**src/rtl/mmu_arb_pkg.sv**
```systemverilog
// Shared constants for the MMU access arbiter: owner IDs, the fixed fetch
// request shape, and the encoding of MMU completion types.
package mmu_arb_pkg;

  localparam logic PL_OWNER_IF = 1'b0;
  localparam logic PL_OWNER_LS = 1'b1;

  localparam logic [1:0] PL_IF_ORDER = 2'h2;
  localparam logic [3:0] PL_IF_MASK  = 4'hf;

  typedef enum logic [1:0] {
    CPL_NONE  = 2'd0,
    CPL_DATA  = 2'd1,
    CPL_FAULT = 2'd2
  } cpl_type_t;

  // The MMU never raises both; a fault is given precedence defensively.
  function automatic cpl_type_t cplDecode(input logic valid, input logic fault);
    if (fault)      return CPL_FAULT;
    else if (valid) return CPL_DATA;
    else            return CPL_NONE;
  endfunction

endpackage

```
**src/rtl/mmu_arb_id_fifo.sv**
```systemverilog
// In-order owner-ID FIFO (width 1, depth P_DEPTH) tracking requests that
// the MMU still owes a completion for.
module mmu_arb_id_fifo #(
  parameter int P_DEPTH = 4
) (
  input  logic                       iCLOCK,
  input  logic                       iRESET_SYNC,
  input  logic                       iPUSH,
  input  logic                       iPUSH_DATA,
  input  logic                       iPOP,
  output logic                       oHEAD,
  output logic [$clog2(P_DEPTH):0]   oCOUNT,
  output logic                       oEMPTY
);
  localparam int PW = $clog2(P_DEPTH);
  localparam logic [PW:0] CNT_FULL = P_DEPTH[PW:0];

  logic          mem [P_DEPTH];
  logic [PW-1:0] wrPtr;
  logic [PW-1:0] rdPtr;
  logic [PW:0]   count;
  logic          doPush;
  logic          doPop;

  assign doPush = iPUSH && (count != CNT_FULL);
  assign doPop  = iPOP && (count != '0);

  always_ff @(posedge iCLOCK) begin
    if (doPush) mem[wrPtr] <= iPUSH_DATA;
  end

  // Depth is a power of two, so the pointers wrap naturally.
  always_ff @(posedge iCLOCK) begin
    if (iRESET_SYNC) begin
      wrPtr <= '0;
      rdPtr <= '0;
      count <= '0;
    end else begin
      if (doPush) wrPtr <= wrPtr + 1'b1;
      if (doPop)  rdPtr <= rdPtr + 1'b1;
      case ({doPush, doPop})
        2'b10:   count <= count + 1'b1;
        2'b01:   count <= count - 1'b1;
        default: count <= count;
      endcase
    end
  end

  assign oHEAD  = mem[rdPtr];
  assign oCOUNT = count;
  assign oEMPTY = (count == '0);

endmodule

```
**src/rtl/mmu_access_arbiter.sv**
```systemverilog
// Shares the MMU logic-request port between fetch (IF) and load/store (LS)
// and routes completions back in order. Define MMU_ARB_ROUND_ROBIN_EN for
// round-robin arbitration; otherwise LS has fixed priority over IF.
module mmu_access_arbiter
  import mmu_arb_pkg::*;
#(
  parameter int P_DEPTH = 4
) (
  input  logic        iCLOCK,
  input  logic        iRESET_SYNC,
  input  logic        iIF_REQ,
  output logic        oIF_LOCK,
  input  logic [31:0] iIF_ADDR,
  input  logic        iLS_REQ,
  output logic        oLS_LOCK,
  input  logic [1:0]  iLS_ORDER,
  input  logic [3:0]  iLS_MASK,
  input  logic        iLS_RW,
  input  logic [31:0] iLS_ADDR,
  input  logic [31:0] iLS_DATA,
  output logic        oMMU_REQ,
  input  logic        iMMU_LOCK,
  output logic [1:0]  oMMU_ORDER,
  output logic [3:0]  oMMU_MASK,
  output logic        oMMU_RW,
  output logic [31:0] oMMU_ADDR,
  output logic [31:0] oMMU_DATA,
  input  logic        iMMU_VALID,
  input  logic [63:0] iMMU_DATA,
  input  logic        iMMU_PAGEFAULT,
  output logic        oIF_VALID,
  output logic        oLS_VALID,
  output logic [63:0] oRESP_DATA,
  output logic        oRESP_PAGEFAULT
);
  localparam int CW = $clog2(P_DEPTH) + 1;
  localparam logic [CW-1:0] CNT_FULL = P_DEPTH[CW-1:0];

  logic [CW-1:0] fifoCount;
  logic          fifoHead;
  logic          fifoEmpty;
  logic          outFree;
  logic          canGrant;
  logic          ifWinsTie;
  logic          grantIf;
  logic          grantLs;
  logic          grant;
  logic          grantOwner;
  cpl_type_t     cplType;
  logic          cplPop;

  // The count is taken before any same-cycle pop, so a full FIFO always blocks.
  assign outFree  = !oMMU_REQ || !iMMU_LOCK;
  assign canGrant = !iRESET_SYNC && outFree && (fifoCount < CNT_FULL);

`ifdef MMU_ARB_ROUND_ROBIN_EN
  logic rrNextIf;

  always_ff @(posedge iCLOCK) begin
    if (iRESET_SYNC)  rrNextIf <= 1'b1;
    else if (grant)   rrNextIf <= grantLs;
  end

  assign ifWinsTie = rrNextIf;
`else
  assign ifWinsTie = 1'b0;
`endif

  assign grantIf    = canGrant && iIF_REQ && (!iLS_REQ || ifWinsTie);
  assign grantLs    = canGrant && iLS_REQ && !grantIf;
  assign grant      = grantIf || grantLs;
  assign grantOwner = grantLs ? PL_OWNER_LS : PL_OWNER_IF;

  assign oIF_LOCK = !canGrant || grantLs;
  assign oLS_LOCK = !canGrant || grantIf;

  // Completions with nothing outstanding are protocol errors and are dropped.
  assign cplType = cplDecode(iMMU_VALID, iMMU_PAGEFAULT);
  assign cplPop  = (cplType != CPL_NONE) && !fifoEmpty;

  mmu_arb_id_fifo #(.P_DEPTH(P_DEPTH)) u_id_fifo (
    .iCLOCK      (iCLOCK),
    .iRESET_SYNC (iRESET_SYNC),
    .iPUSH       (grant),
    .iPUSH_DATA  (grantOwner),
    .iPOP        (cplPop),
    .oHEAD       (fifoHead),
    .oCOUNT      (fifoCount),
    .oEMPTY      (fifoEmpty)
  );

  always_ff @(posedge iCLOCK) begin
    if (iRESET_SYNC) begin
      oMMU_REQ        <= 1'b0;
      oMMU_ORDER      <= '0;
      oMMU_MASK       <= '0;
      oMMU_RW         <= 1'b0;
      oMMU_ADDR       <= '0;
      oMMU_DATA       <= '0;
      oIF_VALID       <= 1'b0;
      oLS_VALID       <= 1'b0;
      oRESP_DATA      <= '0;
      oRESP_PAGEFAULT <= 1'b0;
    end else begin
      if (grantLs) begin
        oMMU_REQ   <= 1'b1;
        oMMU_ORDER <= iLS_ORDER;
        oMMU_MASK  <= iLS_MASK;
        oMMU_RW    <= iLS_RW;
        oMMU_ADDR  <= iLS_ADDR;
        oMMU_DATA  <= iLS_DATA;
      end else if (grantIf) begin
        oMMU_REQ   <= 1'b1;
        oMMU_ORDER <= PL_IF_ORDER;
        oMMU_MASK  <= PL_IF_MASK;
        oMMU_RW    <= 1'b0;
        oMMU_ADDR  <= iIF_ADDR;
        oMMU_DATA  <= '0;
      end else if (outFree) begin
        oMMU_REQ <= 1'b0;
      end
      oIF_VALID       <= cplPop && (fifoHead == PL_OWNER_IF);
      oLS_VALID       <= cplPop && (fifoHead == PL_OWNER_LS);
      oRESP_PAGEFAULT <= cplPop && (cplType == CPL_FAULT);
      if (cplPop) oRESP_DATA <= iMMU_DATA;
    end
  end

endmodule

```
**config.mk**
```make
export PLATFORM = sky130hd
export DESIGN_NAME = mmu_access_arbiter
export DESIGN_NICKNAME = d
export VERILOG_FILES = /design/src/rtl/mmu_arb_pkg.sv /design/src/rtl/mmu_arb_id_fifo.sv /design/src/rtl/mmu_access_arbiter.sv
export SDC_FILE = /design/constraint.sdc
export NUM_CORES = 1
export LEC_CHECK = 0
export CORE_AREA = 4 4 122 124
export DETAILED_ROUTE_END_ITERATION = 10
export DIE_AREA = 0 0 126 128
export DONT_BUFFER_PORTS = 1
export SYNTH_ARGS = -nofsm -noshare
export SYNTH_HDL_FRONTEND = slang
export SYNTH_SLANG_ARGS = --single-unit
export TNS_END_PERCENT = 10
```
**constraint.sdc**
```tcl
create_clock -name iCLOCK -period 2.5 [get_ports iCLOCK]
set_input_delay 0.25 -clock iCLOCK [delete_from_list [all_inputs] [get_ports iCLOCK]]
set_output_delay 0.25 -clock iCLOCK [all_outputs]
set_load 0.005 [all_outputs]
```
* Word level (Yosys, flattened, before mapping)
Memories as Yosys holds them, arrays and structs flattened. A register that Yosys moved wholly into a read port is not among the register bits. Index checks and enable logic that the tools add are counted.
Cells by class: bitwise gates (word level) 1, add/subtract/negate cells 4, reduce and logical (&&, ||, !) cells 29, magnitude comparators 1, eq/ne operators 4, multiplexer cells 21
Operators by type and width (number):
- 32-bit two-way mux | 4
- 1-bit logical AND | 12
- 2-bit two-way mux | 5
- 1-bit two-way mux | 9
- 4-bit two-way mux | 2
- 1-bit logical NOT | 7
- 3-bit one-hot mux with 2 select lines | 1
- 2-bit nonzero test | 3
- 3-bit nonzero test | 2
- 2-bit by 1-bit adder with 2-bit output, second input constant | 2
- 2-bit == test, second input constant | 2
- 1-bit logical OR | 4
- 3-bit by 1-bit adder with 3-bit output, second input constant | 1
- 3-bit logical NOT | 1
- 3-bit < comparator, second input constant | 1
- 3-bit inequality test, second input constant | 1
- 3-bit by 1-bit subtractor with 3-bit output, second input constant | 1
- 2-bit by 1-bit == test with 1-bit output, second input constant | 1
- 1-bit inverter | 1
Storage, ports and cells: input port bits 174, register bits after elaboration 146, logic and storage cells 74, memory bits (writable) 4, memories 1, output and inout bits 141
Memory list:
- u_id_fifo.mem | depth 4, bits a word 1, read ports 1, clocked after memory_dff 1, write ports 1, RTL line mmu_arb_id_fifo.sv:18 | logic mem [P_DEPTH];

* Logic depth before layout (Yosys ltp)
depth after elaboration 12, gate-level depth with buffers 12

* Hierarchy
A second synthesis with hierarchy kept.
Unflattened totals: cell total of the unflattened synthesis 589, area total of the unflattened synthesis 5775.5 µm²
By module, submodules not included:
- mmu_access_arbiter | cells each 531, instances 1, area an instance 5143.7 µm²
- mmu_arb_id_fifo | cells each 58, instances 1, area an instance 631.9 µm²

* Worst setup path before layout
OpenSTA, ideal clock, no wires.
path type input port to flip-flop, start point input port iIF_REQ, end point register u_id_fifo.count[2], in the netlist u_id_fifo.oCOUNT[2], data arrival time 2359 ps, cell stages on the path 12, library setup time 70 ps, path slack 71 ps, data required time 2430 ps, path through or2_2 > clkbuf_1 > and2_1 > buf_6 > inv_4 > buf_6 > ha_1 > inv_1 > fa_1 > xor2_1 > or3_1 > a21oi_1
Between the ends: longest elaborated chain between the ends 8, elaborated cells on any way between the ends 10, classes of those cells 2 x eq/ne; 1 x mux; 7 x reduce/logical
RTL lines:
- from (decl) | RTL line mmu_access_arbiter.sv:11 | input logic iIF_REQ,
- 1-bit logical AND * (2 in series) | RTL line mmu_access_arbiter.sv:69 | assign grantIf = canGrant && iIF_REQ && (!iLS_REQ || ifWinsTie);
- 1-bit logical NOT | RTL line mmu_access_arbiter.sv:70 | assign grantLs = canGrant && iLS_REQ && !grantIf;
- 1-bit logical AND | RTL line mmu_access_arbiter.sv:70
- 1-bit logical OR * | RTL line mmu_access_arbiter.sv:71 | assign grant = grantIf || grantLs;
- 1-bit logical AND * | RTL line mmu_arb_id_fifo.sv:25 | assign doPush = iPUSH && (count != CNT_FULL);
- 2-bit by 1-bit == test with 1-bit output or 2-bit == test (tied branches) | RTL line mmu_arb_id_fifo.sv:41 | case ({doPush, doPop})
- 3-bit one-hot mux with 2 select lines or 2-bit nonzero test (tied branches)
- to (signal assigned) | RTL line mmu_arb_id_fifo.sv:42 | 2'b10: count <= count + 1'b1;
- to (signal assigned) | RTL line mmu_arb_id_fifo.sv:43 | 2'b01: count <= count - 1'b1;
- to (signal assigned) | RTL line mmu_arb_id_fifo.sv:44 | default: count <= count;
- to (decl) | RTL line mmu_arb_id_fifo.sv:21 | logic [PW:0] count;
Every way passes the cells marked *; elsewhere a longest branch is shown, timed or not. A chain may end at the register's enable or synchronous reset.

* Final worst setup path
start point register u_id_fifo.count[2], in the netlist u_id_fifo.oCOUNT[2], end point register oRESP_DATA[16]
Between the ends: longest elaborated chain between the ends 3
RTL lines:
- 3-bit logical NOT | RTL line mmu_arb_id_fifo.sv:51 | assign oEMPTY = (count == '0);
- 1-bit logical NOT | RTL line mmu_access_arbiter.sv:79 | assign cplPop = (cplType != CPL_NONE) && !fifoEmpty;
- 1-bit logical AND | RTL line mmu_access_arbiter.sv:79
- to (signal assigned) | RTL line mmu_access_arbiter.sv:125 | if (cplPop) oRESP_DATA <= iMMU_DATA;
- to (decl) | RTL line mmu_access_arbiter.sv:33 | output logic [63:0] oRESP_DATA,
Every way passes these cells.

==> results.yml <==
clock_network:
  cts_root_buffer: "clkbuf_16"
  cts_tree: "built"
  post_cts_buffers: 0
  clockBufferDepth: 2
  cts.sinks: 152
  path_clk_slew_ps: 60
  htreeDepth: 4
  numCtsBuffers: 17
  clock_latency_ps: 410
placed_design:
  dp_cells: 725
  hpwl_mm: 10.3
  io_buffers: 0
  gp_congestion: 0.759
  dpl-instance-area_mm2: 0.00572
timing:
  fin_crit_ps: 2230
  finalSetupViolCount: 0
  setup_tns_ps: 0
  fmaxAchievable_ghz: 0.448
  timing.final.crit_share_pct: 89.3
  max_slew_margin_pct: 41.2
  worst_slew_pin_slew_ps: 881
  rsz0062_at_grt: "no"
  final_hold_viol_count: 0
  finalMaxSlewViolations: 0
  clock_skew_ps: 6.95
detailed_routing:
  wl_per_cell_um: 18.7
  vias: 4627
  drt-met1-wl_mm: 5.83
  routed.top_layer: "met4"
  drt_iter0_drc: 245
  drtAntennaViolNets: 0
  dr.pass1.iters: 4
  wl_met2_mm: 8.43
  finalWirelength_mm: 16.0
  vias_per_cell: 5.38
  drc: 0
  wl_met3_mm: 1.38
die:
  io_pins: 315
  die_w_um: 126
  fp.coreArea_mm2: 0.0138
  initial_core_util_pct: 40.9
  die-area_mm2: 0.0161
  rows: 43
  die_y_um: 128
synthesis:
  synth-seq-area-share_pct: 54.7
  yosys_warnings: 0
  synth_area_mm2: 0.00563
  ys_ff_latch: 152
  synth.distinct_cells: 34
  synth.avg_cell_area_um2: 9.65
  synthCells: 584
  syn_nets: 764
layout:
  drive_above_1_share_pct: 12.1
  nFillCells: 1167
  final_common_cell: "dfxtp_1"
  utilization_pct: 53.3
  antenna_cells: 0
  stdcell_area_mm2: 0.00734
  syn2layout_area_growth_pct: 30.4
  final_cells: 860
  mostFrequentLayoutCells: "dfxtp_1 (148), nand2_1 (135), dlygate4sd3_1 (102), a21oi_1 (70), inv_1 (40)"
  nNetsFinal: 847
worst_hold_path:
  hp-start: "iMMU_DATA[36]"
  worstHoldPathType: "in -> reg"
  min_delay_path_depth: 2
  min_to: "oRESP_DATA[36]"
critical_path:
  crit_required_ps: 2850
  rr_endpoint: "oRESP_DATA[16]"
  crit_path_end_kind: "flop"
  rrSetupSlack_ps: 270
  crit_chain: "o32ai_4 > buf_4 > nand2_1 > a21oi_1 > dlygate4sd3_1"
  critPathLaunchType: "flop"
  worstRegToRegCells: 5
  crit_fanout: 68
  reg2reg_from: "u_id_fifo.oCOUNT[2]"
  worstSetupPathType: "reg -> reg"
  worst_ep_arrival_time_ps: 2580
  slowest_stage: "buf_4"
  cpPeakStageDelay_ps: 580
global_route:
  grt_pass1_wl_mm: 25.0
  grt_pass1_vias: 4750
  antenna_found_initial: 0
  gr-total-overflow: 0
  grt_usage_pct: 19.4
  grt_max_degree: 101
power_and_ir_drop:
  ir_drop_v: 0.000627
  p_clk_share_pct: 32.8
  p_leak_nw: 2.75
  switching_share_pct: 32.9
  power_density_mw_per_mm2: 1020
  finalPower_w: 0.00748
  intPower_w: 0.00502
  seq_power_share_pct: 44.0
  p_comb_share_pct: 23.2
  switchingPower_w: 0.00246
job:
  cap_violations: 0
outcome:
  status: "finished, final reports clean"
==> cell type report <==
class | count | area, um2 | area share (%)
well taps | 180 | 225 | 3.07
clock buffers | 20 | 467 | 6.35
multi-input cells | 342 | 2180 | 29.7
flip-flops and latches | 152 | 3080 | 42.0
clock inverters | 12 | 114 | 1.55
inverters | 42 | 160 | 2.18
repair buffers | 112 | 1120 | 15.2
==> per-layer routing <==
| metal | vias up | track usage (%) |
|---|---|---|
| li1 | 2204 | - |
| met1 | 2161 | 20.4 |
| met2 | 229 | 34.8 |
| met3 | 33 | 7.25 |
| met4 | 0 | 8.33 |
| met5 | - | 0 |
==> registers in the layout, indices dropped and copies added, names as in the netlist, named ones only <==
name and cells:
oIF_VALID 1, oLS_VALID 1, oMMU_ADDR 32, oMMU_DATA 32
oMMU_MASK 4, oMMU_ORDER 2, oMMU_REQ 1, oMMU_RW 1
oRESP_DATA 64, oRESP_PAGEFAULT 1, u_id_fifo.mem 4, u_id_fifo.oCOUNT 3
u_id_fifo.rdPtr 2, u_id_fifo.wrPtr 2
==> worst max-delay path by stage <==
| stage | start | end | slack [ps] | cells after the start |
|---|---|---|---|---|
| 3_5_place_dp | iIF_REQ | u_id_fifo.oCOUNT[2] | 360 | 9 |
| 2_1_floorplan | iIF_REQ | u_id_fifo.oCOUNT[2] | 70 | 12 |
| 4_1_cts | u_id_fifo.oCOUNT[2] | oRESP_DATA[26] | 270 | 5 |
| 5_1_grt | u_id_fifo.oCOUNT[2] | oRESP_DATA[25] | 90 | 5 |
| 6_report | u_id_fifo.oCOUNT[2] | oRESP_DATA[16] | 270 | 5 |
| 3_3_place_gp | iIF_REQ | u_id_fifo.oCOUNT[2] | 380 | 9 |
==> logic make-up (layout without fill, tap and decap cells) <==
logic type,Yosys count,after routing,synth area share [%]
adders and majority gates,6,6,1.47
xor gates and xnor gates,2,2,0.311
buffers and inverters,90,186,6.97
muxes,2,2,0.577
AOI/OAI and AO/OA,180,180,25.2
DFF,152,152,54.7
and+or+nand+nor,152,152,10.7
==> what timing repair did <==
action | CTS | global route
endpoints found under the hold margin | 141 | 0
resized for setup | 0 | 0
hold buffers | 103 | 0
==> cell usage after synthesis <==
library cell | count | area share (%)
dfxtp_1 | 148 | 53
nand2_1 | 135 | 9.0
a21oi_1 | 71 | 6.3
inv_1 | 40 | 2.7
a22o_1 | 34 | 5.3
o22ai_1 | 32 | 3.6
clkbuf_1 | 29 | 1.9
a221oi_2 | 27 | 7.2
buf_2 | 12 | 1.1
and3_1 | 6 | 0.67
a221oi_1 | 5 | 0.78
buf_6 | 5 | 1.0
ha_1 | 5 | 1.1
o221a_2 | 5 | 1.0
edfxtp_1 | 4 | 2.1
nor2_1 | 3 | 0.20
and2_1 | 2 | 0.22
buf_1 | 2 | 0.13
o21ai_0 | 2 | 0.18
or3_1 | 2 | 0.22
xor2_1 | 2 | 0.31
a211oi_4 | 1 | 0.36
a21oi_2 | 1 | 0.16
fa_1 | 1 | 0.36
inv_2 | 1 | 0.067
inv_4 | 1 | 0.11
mux2i_1 | 1 | 0.18
mux4_2 | 1 | 0.40
nand2b_1 | 1 | 0.11
nand3_1 | 1 | 0.089
nor3_1 | 1 | 0.089
o31ai_1 | 1 | 0.13
o32ai_2 | 1 | 0.29
or2_2 | 1 | 0.11
==> power groups by stage <==
stage,logic (W),registers [W],clock network (W)
final,0.00174,0.00329,0.00245
after global routing,0.00197,0.00334,0.00263
after CTS,0.00174,0.00329,0.00253
after detailed placement,0.00156,0.00334,0
after global placement,0.00147,0.00333,0
after floorplan,0.00132,0.00321,0
==> stage by stage <==
step	hold slack [ps]	worst slack (ps)
6_report	30.5	267
2_1_floorplan	383	70.5
3_5_place_dp	332	363
5_1_grt	0.962	87.7
3_3_place_gp	329	385
4_1_cts	0.427	266
==> worst max-delay path, delay by kind of cell (launching register included) <==
family / cells / cell delay (ps)
AND/OR/NAND/NOR: 1 / 110
flip-flops: 1 / 410
AO/OA/AOI/OAI: 2 / 490
buffers and inverters: 2 / 1140
Note: power is estimated with default switching activity, not from simulation.
